--- src/rtl/tree_adder_sequencer_if.sv ---
// Handshake/bus bundle between the tree-adder sequencer, the frame controller,
// the TreeAdder array and the shadow-test result consumer.
interface tree_adder_sequencer_if #(
  parameter int unsigned ADDER_DATASIZE = 16,
  parameter int unsigned CMD_WIDTH      = 4,
  parameter int unsigned PASS_W         = 3
);
  logic                      start_valid;
  logic                      start_ready;
  logic [1:0]                src_sel;
  logic [CMD_WIDTH-1:0]      cmd_out;
  logic [ADDER_DATASIZE-1:0] sum_in;
  logic                      result_valid;
  logic                      result_ready;
  logic [ADDER_DATASIZE-1:0] result_data;
  logic                      result_err;
  logic                      busy;
  logic [PASS_W-1:0]         pass_cnt;

  // Sequencer side
  modport master (
    input  start_valid, src_sel, sum_in, result_ready,
    output start_ready, cmd_out, result_valid, result_data, result_err, busy, pass_cnt
  );

  // Environment side (frame controller, array, result consumer)
  modport slave (
    output start_valid, src_sel, sum_in, result_ready,
    input  start_ready, cmd_out, result_valid, result_data, result_err, busy, pass_cnt
  );
endinterface

--- src/rtl/tree_adder_sequencer.sv ---
// Sequences one TreeAdder reduction per job: load a source plane, run log2(side)
// SUM passes, settle, then capture the top-left pixel as the frame sum.
module tree_adder_sequencer #(
  parameter int unsigned IMGSIDELENGTH  = 64,
  parameter int unsigned ADDER_DATASIZE = 16,
  parameter int unsigned CMD_WIDTH      = 4
) (
  input  logic                   clk,
  input  logic                   rst,
  tree_adder_sequencer_if.master bus
);

  localparam int unsigned NUM_PASSES = $clog2(IMGSIDELENGTH);
  localparam int unsigned PASS_W     = $clog2(NUM_PASSES + 1);

  localparam logic [CMD_WIDTH-1:0] CMD_HOLD      = CMD_WIDTH'(0);
  localparam logic [CMD_WIDTH-1:0] CMD_LOAD_MULT = CMD_WIDTH'(1);
  localparam logic [CMD_WIDTH-1:0] CMD_LOAD_SHA  = CMD_WIDTH'(2);
  localparam logic [CMD_WIDTH-1:0] CMD_LOAD_SHB  = CMD_WIDTH'(3);
  localparam logic [CMD_WIDTH-1:0] CMD_SUM       = CMD_WIDTH'(4);

  localparam logic [2:0] S_IDLE    = 3'd0;
  localparam logic [2:0] S_LOAD    = 3'd1;
  localparam logic [2:0] S_REDUCE  = 3'd2;
  localparam logic [2:0] S_SETTLE  = 3'd3;
  localparam logic [2:0] S_CAPTURE = 3'd4;
  localparam logic [2:0] S_DONE    = 3'd5;

  logic [2:0]                state_q, state_d;
  logic [1:0]                src_q, src_d;
  logic [CMD_WIDTH-1:0]      cmd_q, cmd_d;
  logic [PASS_W-1:0]         pass_q, pass_d;
  logic                      rv_q, rv_d;
  logic [ADDER_DATASIZE-1:0] rdata_q, rdata_d;
  logic                      err_q, err_d;
  logic                      ready_q, ready_d;
  logic                      busy_q, busy_d;

  // State and registered outputs
  always_ff @(posedge clk or posedge rst) begin
    if (rst) begin
      state_q <= S_IDLE;
      src_q   <= 2'd0;
      cmd_q   <= CMD_HOLD;
      pass_q  <= PASS_W'(0);
      rv_q    <= 1'b0;
      rdata_q <= ADDER_DATASIZE'(0);
      err_q   <= 1'b0;
      ready_q <= 1'b0;
      busy_q  <= 1'b0;
    end else begin
      state_q <= state_d;
      src_q   <= src_d;
      cmd_q   <= cmd_d;
      pass_q  <= pass_d;
      rv_q    <= rv_d;
      rdata_q <= rdata_d;
      err_q   <= err_d;
      ready_q <= ready_d;
      busy_q  <= busy_d;
    end
  end

  // Next state, plus output values derived from the state being entered
  always_comb begin
    state_d = state_q;
    src_d   = src_q;
    cmd_d   = CMD_HOLD;
    pass_d  = pass_q;
    rdata_d = rdata_q;
    err_d   = err_q;

    case (state_q)
      S_IDLE: begin
        if (bus.start_valid && ready_q) begin
          src_d   = bus.src_sel;
          err_d   = (bus.src_sel == 2'd3);
          state_d = S_LOAD;
        end
      end
      S_LOAD:    state_d = S_REDUCE;
      S_REDUCE: begin
        if (pass_q == PASS_W'(NUM_PASSES)) state_d = S_SETTLE;
      end
      S_SETTLE:  state_d = S_CAPTURE;
      S_CAPTURE: begin
        rdata_d = bus.sum_in;
        state_d = S_DONE;
      end
      S_DONE: begin
        if (bus.result_ready) begin
          pass_d  = PASS_W'(0);
          state_d = S_IDLE;
        end
      end
      default:   state_d = S_IDLE;
    endcase

    // Illegal source falls back to the mult plane; result_err flags it
    case (state_d)
      S_LOAD: begin
        case (src_d)
          2'd1:    cmd_d = CMD_LOAD_SHA;
          2'd2:    cmd_d = CMD_LOAD_SHB;
          default: cmd_d = CMD_LOAD_MULT;
        endcase
      end
      S_REDUCE: begin
        cmd_d = CMD_SUM;
        if (pass_q < PASS_W'(NUM_PASSES)) pass_d = pass_q + PASS_W'(1);
      end
      default:  cmd_d = CMD_HOLD;
    endcase

    rv_d    = (state_d == S_DONE);
    ready_d = (state_d == S_IDLE);
    busy_d  = (state_d != S_IDLE);
  end

  assign bus.start_ready  = ready_q;
  assign bus.cmd_out      = cmd_q;
  assign bus.pass_cnt     = pass_q;
  assign bus.result_valid = rv_q;
  assign bus.result_data  = rdata_q;
  assign bus.result_err   = err_q;
  assign bus.busy         = busy_q;

endmodule

--- src/flat_wrapper.sv ---
// flat-port wrapper written by rule: the top's interface ports become plain ports
module tree_adder_sequencer_flat 
#(
  parameter int unsigned IMGSIDELENGTH  = 64,
  parameter int unsigned ADDER_DATASIZE = 16,
  parameter int unsigned CMD_WIDTH      = 4
)
  (clk, rst, bus_start_valid, bus_src_sel, bus_sum_in, bus_result_ready, bus_start_ready, bus_cmd_out, bus_result_valid, bus_result_data, bus_result_err, bus_busy, bus_pass_cnt);
  tree_adder_sequencer_if #(.ADDER_DATASIZE(ADDER_DATASIZE), .CMD_WIDTH(CMD_WIDTH), .PASS_W(3)) bus_i ();
  input  logic clk;
  input  logic rst;
  input wire logic [$bits(bus_i.start_valid)-1:0] bus_start_valid;
  input wire logic [$bits(bus_i.src_sel)-1:0] bus_src_sel;
  input wire logic [$bits(bus_i.sum_in)-1:0] bus_sum_in;
  input wire logic [$bits(bus_i.result_ready)-1:0] bus_result_ready;
  output wire logic [$bits(bus_i.start_ready)-1:0] bus_start_ready;
  output wire logic [$bits(bus_i.cmd_out)-1:0] bus_cmd_out;
  output wire logic [$bits(bus_i.result_valid)-1:0] bus_result_valid;
  output wire logic [$bits(bus_i.result_data)-1:0] bus_result_data;
  output wire logic [$bits(bus_i.result_err)-1:0] bus_result_err;
  output wire logic [$bits(bus_i.busy)-1:0] bus_busy;
  output wire logic [$bits(bus_i.pass_cnt)-1:0] bus_pass_cnt;
  assign bus_i.start_valid = bus_start_valid;
  assign bus_i.src_sel = bus_src_sel;
  assign bus_i.sum_in = bus_sum_in;
  assign bus_i.result_ready = bus_result_ready;
  assign bus_start_ready = bus_i.start_ready;
  assign bus_cmd_out = bus_i.cmd_out;
  assign bus_result_valid = bus_i.result_valid;
  assign bus_result_data = bus_i.result_data;
  assign bus_result_err = bus_i.result_err;
  assign bus_busy = bus_i.busy;
  assign bus_pass_cnt = bus_i.pass_cnt;
  tree_adder_sequencer #(.IMGSIDELENGTH(IMGSIDELENGTH), .ADDER_DATASIZE(ADDER_DATASIZE), .CMD_WIDTH(CMD_WIDTH)) u_core (.clk(clk), .rst(rst), .bus(bus_i));
endmodule
--- config.mk ---
export PLATFORM = sky130hd
export DESIGN_NAME = tree_adder_sequencer_flat
export DESIGN_NICKNAME = d
export VERILOG_FILES = /design/src/rtl/tree_adder_sequencer_if.sv /design/src/rtl/tree_adder_sequencer.sv /design/src/flat_wrapper.sv
export SDC_FILE = /design/constraint.sdc
export NUM_CORES = 1
export LEC_CHECK = 0
export CAP_MARGIN = 20
export CORE_MARGIN = 1
export CORE_UTILIZATION = 47
export DETAILED_ROUTE_END_ITERATION = 8
export GPL_ROUTABILITY_DRIVEN = 0
export GPL_TIMING_DRIVEN = 0
export PLACE_DENSITY = 0.8
export SLEW_MARGIN = 20
export SYNTH_ARGS = -nofsm -noshare
export SYNTH_HDL_FRONTEND = slang
export SYNTH_SLANG_ARGS = --single-unit
--- constraint.sdc ---
create_clock -name clk -period 2.46 [get_ports clk]
set_input_delay 0.369 -clock clk [delete_from_list [all_inputs] [get_ports clk]]
set_output_delay 0.369 -clock clk [all_outputs]
set_load 0.02 [all_outputs]
=== Yosys cells after proc, flatten, opt, wreduce, memory -nomap -nowiden ===
Index checks and enable logic that the tools add are counted.

* Shift-type cells: 0
* Add/subtract/negate cells: 1
* $mul: 0
* Mux-type cells: 12
* Bitwise operators: 0
* Equality and inequality tests: 12
* Div/mod/pow operators: 0
* Reduce and logical (&&, ||, !) cells: 5
* Order comparisons: 1

{| class="wikitable"
|+ Operators by type and width
! kind !! count
|-
| $mux 3 || 7
|-
| $pmux 3 s6 || 1
|-
| $eq 3x3->1 const B || 4
|-
| $eq 3x2->1 const B || 3
|-
| $eq 3x1->1 const B || 2
|-
| $logic_not 3->1 || 2
|-
| $pmux 3 s2 || 1
|-
| $eq 2x2->1 const B || 2
|-
| $mux 2 || 2
|-
| $pmux 2 s2 || 1
|-
| $add 3x1->3 const B || 1
|-
| $lt 3x3->1 const B || 1
|-
| $reduce_bool 3->1 || 1
|-
| $eq 2x1->1 const B || 1
|-
| $reduce_and 2->1 || 1
|-
| $logic_and 1x1->1 || 1
|}

* ROM bits: 0
* Word-level logic and storage cells: 40
* Register bits after elaboration: 31
* Output and inout bits: 27
* Latch bits: 0
* Memories: 0
* Memory bits (writable): 0

=== Longest topological paths before layout ===
Gate-level depths: netlist of the first run.

* Depth after elaboration: 6
* Gate-level depth with buffers: 7

=== Least setup slack after synthesis of the first run ===
Ideal clock, no wire load.

* Path type: register to register
* Start point: reg u_core.state_q[0]
* End point: reg u_core.cmd_q[1], in the netlist u_core.bus.cmd_out[1]
* Slack: 0.938 ns
* Required time: 2.385 ns
* Clock period less this slack: 1.522 ns
* Cell stages (with the launch flop): 7
* Data arrival time: 1.447 ns
* Cell sequence: dfrtp_1 > buf_6 > nor3_2 > and3_2 > mux2i_1 > ha_1 > nor2_1

* Word-level cells in the longest chain between the ends: 5
* Elaborated cells between the ends (all ways): 17
* Classes of those cells: eq/ne (9); mux (7); reduce/logical (1)

{| class="wikitable"
|+ RTL lines
! item !! line !! text
|-
| start, declared || tree_adder_sequencer.sv:29 || <nowiki>logic [2:0] state_q, state_d;</nowiki>
|-
| start signal, assigned || tree_adder_sequencer.sv:52 || <nowiki>state_q <= state_d;</nowiki>
|-
| $logic_not 3->1 || tree_adder_sequencer.sv:73 || <nowiki>case (state_q)</nowiki>
|-
| $mux 2 || tree_adder_sequencer.sv:73 ||
|-
| $eq 2x2->1 or $eq 2x1->1 (tied branches) || tree_adder_sequencer.sv:102 || <nowiki>case (src_d)</nowiki>
|-
| $pmux 2 s2 || tree_adder_sequencer.sv:102 ||
|-
| $pmux 3 s2 * || tree_adder_sequencer.sv:100 || <nowiki>case (state_d)</nowiki>
|-
| via u_core.cmd_d[1] || tree_adder_sequencer.sv:31 || <nowiki>logic [CMD_WIDTH-1:0] cmd_q, cmd_d;</nowiki>
|-
| end signal, assigned || tree_adder_sequencer.sv:54 || <nowiki>cmd_q <= cmd_d;</nowiki>
|-
| end, declared || tree_adder_sequencer.sv:31 ||
|}

Mark *: on every way through the listed nets, which the timed path passes. The rest lies on a longest branch.
A chain may end at the register's enable or synchronous reset.

=== Worst setup path after layout of the first run ===
* Start point: reg u_core.pass_q[1], in the netlist u_core.bus.pass_cnt[1]
* End point: out bus_pass_cnt[1]

{| class="wikitable"
|+ RTL lines
! item !! line !! text
|-
| start, declared || tree_adder_sequencer.sv:32 || <nowiki>logic [PASS_W-1:0] pass_q, pass_d;</nowiki>
|-
| start signal, assigned || tree_adder_sequencer.sv:55 || <nowiki>pass_q <= pass_d;</nowiki>
|-
| end, declared || flat_wrapper.sv:22 || <nowiki>output wire logic [$bits(bus_i.pass_cnt)-1:0] bus_pass_cnt;</nowiki>
|}

No word-level cell between the ends.

==> metrics.cfg, run 1 <==
[global_routing]
grt_pass1_vias=1014
grt-ovfl-total=0
grt.total_usage=0.183
grt_antenna_before_repair=0
grt_max_degree=20
grt_pass1_wl_um=4430

[timing]
slew_violations=0
finalCriticalPeriod_ns=1.81
hold_viol=0
finalWorstSetupSlack_ns=0.649
tns_ns=0
rsz0062_at_grt=false
tightest_slew_ns=0.575
finalCritPeriodShare=0.736
slew_headroom=0.616
finalSetupViolCount=0
timing.fmax_mhz=552
finClkSkew_ns=0.00544

[pwr]
ir_worst_vdd_mv=1.02
leakagePower_nw=0.923
powerDensity_mw_per_mm2=1400

[setup_path]
worstPathArrival_ns=1.44
crit_cells=1
slowest_stage=clkdlybuf4s50_1
crit_path_start_kind=flip-flop
crit_chain=clkdlybuf4s50_1
max_stage_delay_ns=0.65
r2r_slack_ns=0.76
cp-startpoint=u_core.bus.pass_cnt[1]
critical_path_class=reg -> out
required_ns=2.09
critPathCaptureType=output port
crit_fanout=7
r2r-end=u_core.bus.cmd_out[1]
r2r-start=u_core.state_q[0]
crit_family=buffers and inverters
reg2reg_depth=7
cp_num_buf_inv=1

[clock_network]
cts_tree=yes
cts_sinks=31
cts.clk_slew.worst_paths_ns=0.10
clk-insertion-delay-late_ns=0.31
cts_buffer_depth=2
cts_buffers=5
htreeDepth=2
clockRootBuffer=clkbuf_4
cts_setup_buffers=0
cts-hold-fix-buffers=0
cts_resized=0

[floorplanning]
coreArea_mm2=0.00278
dieArea_mm2=0.00318
start_util=0.500
rows=19
io_pins=49
die_h_um=56.4
die_w_um=56.4

[logic_synthesis]
synth_compound_area_frac=0.0549
syn_inst=102
yosys_warnings=0
synthMuxAreaShare=0.178
synthSimpleGateAreaFrac=0.130
synth_top_family_by_area=multiplexers
synthesis.nets=127
ys_ff_latch=31
avgSynthCellArea_um2=13.6
syn_area_mm2=0.00139
ys_seq_area_frac=0.558
synth_xor_area_frac=0
yosysUniqueCellTypes=31
yosys.area_share.adder=0.0270

[route]
drt_iter0_drc=16
drtPass1Iterations=4
vias=958
post-route-drc-count=0
drt-total-wl_um=2660
wl_per_cell_um=14.0
final_antenna_net_count=0
drt-vias-per-instance=5.07

[placement]
hpwl_um=1980
place.port_buffers=47
preCtsSetupSlack_ns=0.700

[layout]
multi_input_area_um2=546
layout.cells.most_common_list=clkdlybuf4s50_1 (47), dfrtp_1 (31), nand2_1 (12)
nets=182
antennaDiodeCount=0
drive_gt1_frac=0.247
register_area_um2=776
nFillCells=207
final_core_util=0.724
area_delta_synth_final_pct=44.8
final_common_cell=clkdlybuf4s50_1

[status]
status=completed

[worst_hold_path]
hold_class=in -> async

[job]
drv_cap=0

flip-flops by register name (all words and copies together), names as in the netlist:
signal,flops
u_core.state_q,3
u_core.bus.busy,1
u_core.bus.result_err,1
u_core.bus.result_valid,1
u_core.bus.result_data,16
u_core.bus.start_ready,1
u_core.bus.cmd_out,3
u_core.src_q,2
u_core.bus.pass_cnt,3
worst max path at each step:
stage                                       end  slack, ns
after global routing            bus_pass_cnt[1]       0.60
after global placement    u_core.bus.cmd_out[1]       0.74
after floorplan           u_core.bus.cmd_out[1]       0.94
after detailed placement  u_core.bus.cmd_out[1]       0.70
final                           bus_pass_cnt[1]       0.65
after CTS                       bus_pass_cnt[1]       0.63
logic make-up (layout without fill, tap and decap cells):
kind of cell / count (synthesis) / after routing
compound gates: 9 / 9
fa+ha+maj: 3 / 3
buf+inv: 9 / 65
flops: 31 / 31
mux: 19 / 19
other cells: 1 / 1
simple gates: 30 / 30
final cells by class:
type / instances / share of cell area
buffer: 4 / 0.0249
sequential: 31 / 0.385
timing repair buffer: 48 / 0.247
clock inverter: 2 / 0.0174
inverter: 5 / 0.00932
tap: 31 / 0.0193
clock buffer: 6 / 0.0255
multi-input combinational: 62 / 0.271
power by group:
part	total, mW	switching [mW]	internal [mW]
combinational	1.50	0.686	0.812
clock	0.410	0.169	0.240
sequential	0.904	0.149	0.755
per-layer routing:
layer | wire length (um) | vias to the layer above | global-route usage
met2 | 1400 | 36 | 0.333
li1 | - | 452 | -
met3 | 159 | 2 | 0.0599
met4 | 8 | 0 | 0.0557
met5 | 0 | - | 0
met1 | 1090 | 468 | 0.201
metrics by stage:
stage	instances	cell area, um^2	hold slack (ns)	total power, mW
2_1_floorplan	102	1390	0.446	1.84
3_3_place_gp	180	1900	0.453	2.36
3_5_place_dp	181	1930	0.463	2.42
4_1_cts	189	2010	0.406	2.85
5_1_grt	189	2010	0.442	2.97
6_report	189	2010	0.406	2.81
cells in the mapped netlist, drive strengths merged:
cell type  number  area (um^2)
a21oi           1         5.00
o22ai           1         12.5
a21o            1         7.51
buf             4         50.1
nand2b          4         35.0
ha              3         37.5
conb            1         3.75
dfrtp          31          776
mux2           16          218
and2            1         6.26
mux2i           3         30.0
inv             5         18.8
nor2b           2         12.5
and2b           1         8.76
o311ai          2         17.5
nor3            1         10.0
or2             1         8.76
o21ai           2         10.0
a211oi          1         12.5
nand2          12         45.0
nor2            4         31.3
a21boi          1         11.3
nand3           3         15.0
and3            1         7.51
(Power assumes the default switching activity.)
==> inputs of run 2 (changes only) <==
--- a/config.mk
+++ b/config.mk
@@ -7,11 +7,11 @@
 export LEC_CHECK = 0
 export CAP_MARGIN = 20
 export CORE_MARGIN = 1
-export CORE_UTILIZATION = 47
+export CORE_UTILIZATION = 40
 export DETAILED_ROUTE_END_ITERATION = 8
 export GPL_ROUTABILITY_DRIVEN = 0
 export GPL_TIMING_DRIVEN = 0
-export PLACE_DENSITY = 0.8
+export PLACE_DENSITY = 0.72
 export SLEW_MARGIN = 20
 export SYNTH_ARGS = -nofsm -noshare
 export SYNTH_HDL_FRONTEND = slang
==> constraint.sdc (replaced) <==
create_clock -name clk -period 1.45 [get_ports clk]
set_input_delay 0.2175 -clock clk [delete_from_list [all_inputs] [get_ports clk]]
set_output_delay 0.2175 -clock clk [all_outputs]
set_load 0.02 [all_outputs]
==> metrics.cfg, run 2 (synthesized netlist as in run 1, its figures left out) <==
[route]
drt-total-wl_um=2770  ; +4.5%
drt_iter0_drc=23  ; +7
post-route-drc-count=0  ; unchanged
drtPass1Iterations=4  ; unchanged
vias=1013  ; +5.7%
drt-vias-per-instance=4.69  ; -7.5%
wl_per_cell_um=12.8  ; -8.6%
final_antenna_net_count=0  ; unchanged

[setup_path]
endpoint=u_core.bus.cmd_out[1]
r2r-end=u_core.bus.cmd_out[1]
crit_fanout=6  ; -1
critPathCaptureType=flip-flop
r2r_slack_ns=-0.16  ; -0.92 ns
reg2reg_depth=6  ; -1
r2r-start=u_core.state_q[2]
worstPathArrival_ns=1.89  ; +0.45 ns
critical_path_class=reg -> reg
cp-startpoint=u_core.state_q[2]
crit_path_start_kind=flip-flop
required_ns=1.73  ; -0.36 ns

[timing]
finalSetupViolCount=6  ; +6
tightest_slew_ns=0.631  ; +0.0561 ns
slew_headroom=0.579  ; -0.0376
finalCritPeriodShare=1.11
finClkSkew_ns=0.00514  ; -0.000303 ns
finalWorstSetupSlack_ns=-0.160  ; -0.809 ns
tns_ns=-0.355  ; -0.355 ns
hold_viol=0  ; unchanged
timing.fmax_mhz=621
slew_violations=0  ; unchanged
rsz0062_at_grt=true
finalCriticalPeriod_ns=1.61

[floorplanning]
coreArea_mm2=0.00334  ; +20%
dieArea_mm2=0.00371  ; +17%
start_util=0.417  ; -0.0832
io_pins=49  ; unchanged
die_h_um=61.0  ; +8.1%
rows=21  ; +2
die_w_um=61.0  ; +8.1%

[layout]
nets=194  ; +6.6%
final_core_util=0.637  ; -0.0868
layout.cells.most_common_list=dfrtp_1 (28), dlygate4sd2_1 (26), clkdlybuf4s50_1 (21)
area_delta_synth_final_pct=52.9
final_common_cell=dfrtp_1
nFillCells=275  ; +33%
drive_gt1_frac=0.359  ; +0.112
antennaDiodeCount=0  ; unchanged
fin_cells=216  ; +14%
largest_register_ffs=16  ; unchanged

[job]
drv_cap=0  ; unchanged

[pwr]
leakagePower_nw=1.03  ; +12%
powerDensity_mw_per_mm2=2300  ; +65%
ir_worst_vdd_mv=1.23  ; +20%
p_total_mw=4.89  ; +74%

[clock_network]
htreeDepth=2  ; unchanged
cts-hold-fix-buffers=0  ; unchanged
cts_tree=yes
clockRootBuffer=clkbuf_4
cts.clk_slew.worst_paths_ns=0.10  ; about the same
cts_sinks=31  ; unchanged
cts_buffer_depth=2  ; unchanged
clk-insertion-delay-late_ns=0.34  ; +0.03 ns
cts_buffers=5  ; unchanged

[global_routing]
grt_pass1_vias=950  ; -6.3%
grt-ovfl-total=0  ; unchanged
grt_pass1_wl_um=4140  ; -6.5%
grt_antenna_before_repair=0  ; unchanged
grt_max_degree=32  ; +60%
grt.total_usage=0.161  ; -0.0225

[status]
violations=setup timing
status=complete, but fails checks

[worst_hold_path]
hold_class=in -> async

[placement]
hpwl_um=1800  ; -9.4%
place.port_buffers=47  ; unchanged
dp.cells=195  ; +7.7%

## run 2: changes by cell type in the layout (fill, tap and decap cells not counted), sizes merged
| cell | previous run | this run |
|---|---|---|
| clkdlybuf4s50 | 47 | 21 |
| dlygate4sd2 | 0 | 26 |
| buf | 5 | 17 |
## run 2: final cells by class
class | count | area, um^2 | area share
Inverter | 5 | 18.8 | 0.00883
Buffer | 4 | 50.0 | 0.0235
Clock inverter | 2 | 35.0 | 0.0165
Sequential cell | 31 | 779 | 0.367
Clock buffer | 6 | 51.3 | 0.0241
Tap cell | 46 | 57.6 | 0.0271
Multi-Input combinational cell | 62 | 594 | 0.280
Timing Repair Buffer | 60 | 539 | 0.254
## run 2: layer usage
metal	global-route usage	wire length [um]	up-vias
li1	-	-	486
met1	0.185	1180	482
met2	0.264	1370	41
met3	0.0469	185	4
met4	0.0974	38	0
met5	0	0	-
## run 2: metrics by stage
stage	worst slack, ns	cell area (um^2)	hold slack, ns
6_report	-0.160	2130	0.271
5_1_grt	-0.205	2130	0.360
4_1_cts	-0.190	2020	0.292
3_5_place_dp	-0.167	1930	0.473
3_3_place_gp	-0.165	1930	0.452
2_1_floorplan	-0.0314	1400	0.321
## run 2: how the worst min path moves through the flow
stage | start | end | slack [ns]
final | rst | u_core.bus.result_data[0] | 0.27
after global routing | rst | u_core.bus.result_data[2] | 0.36
after CTS | rst | u_core.bus.result_data[0] | 0.29
after detailed placement | u_core.bus.result_err | u_core.bus.result_err | 0.47
after global placement | u_core.bus.result_err | u_core.bus.result_err | 0.45
after floorplan | rst | u_core.bus.busy | 0.32
## run 2: power by group
| part | switching (mW) | internal (mW) |
|---|---|---|
| clock network | 0.303 | 0.407 |
| registers | 0.242 | 1.29 |
| logic | 1.26 | 1.39 |
## run 2: worst max-delay path: stages, from the launching register on
cell and delay, ns:
dfrtp_1 0.39, buf_6 0.13, nor3_4 0.20, and3_4 0.25, mux2i_4 0.26, ha_4 0.23, nor2_2 0.09
## run 2: what timing repair did
| item | in CTS | in global routing |
|---|---|---|
| gates resized for setup | 31 | 8 |
| cloned | 0 | 0 |
| buffers inserted | 3 | 10 |
| pin swaps | 3 | 4 |
| setup endpoints to repair | 28 | 18 |
| hold endpoints to repair | 0 | 0 |
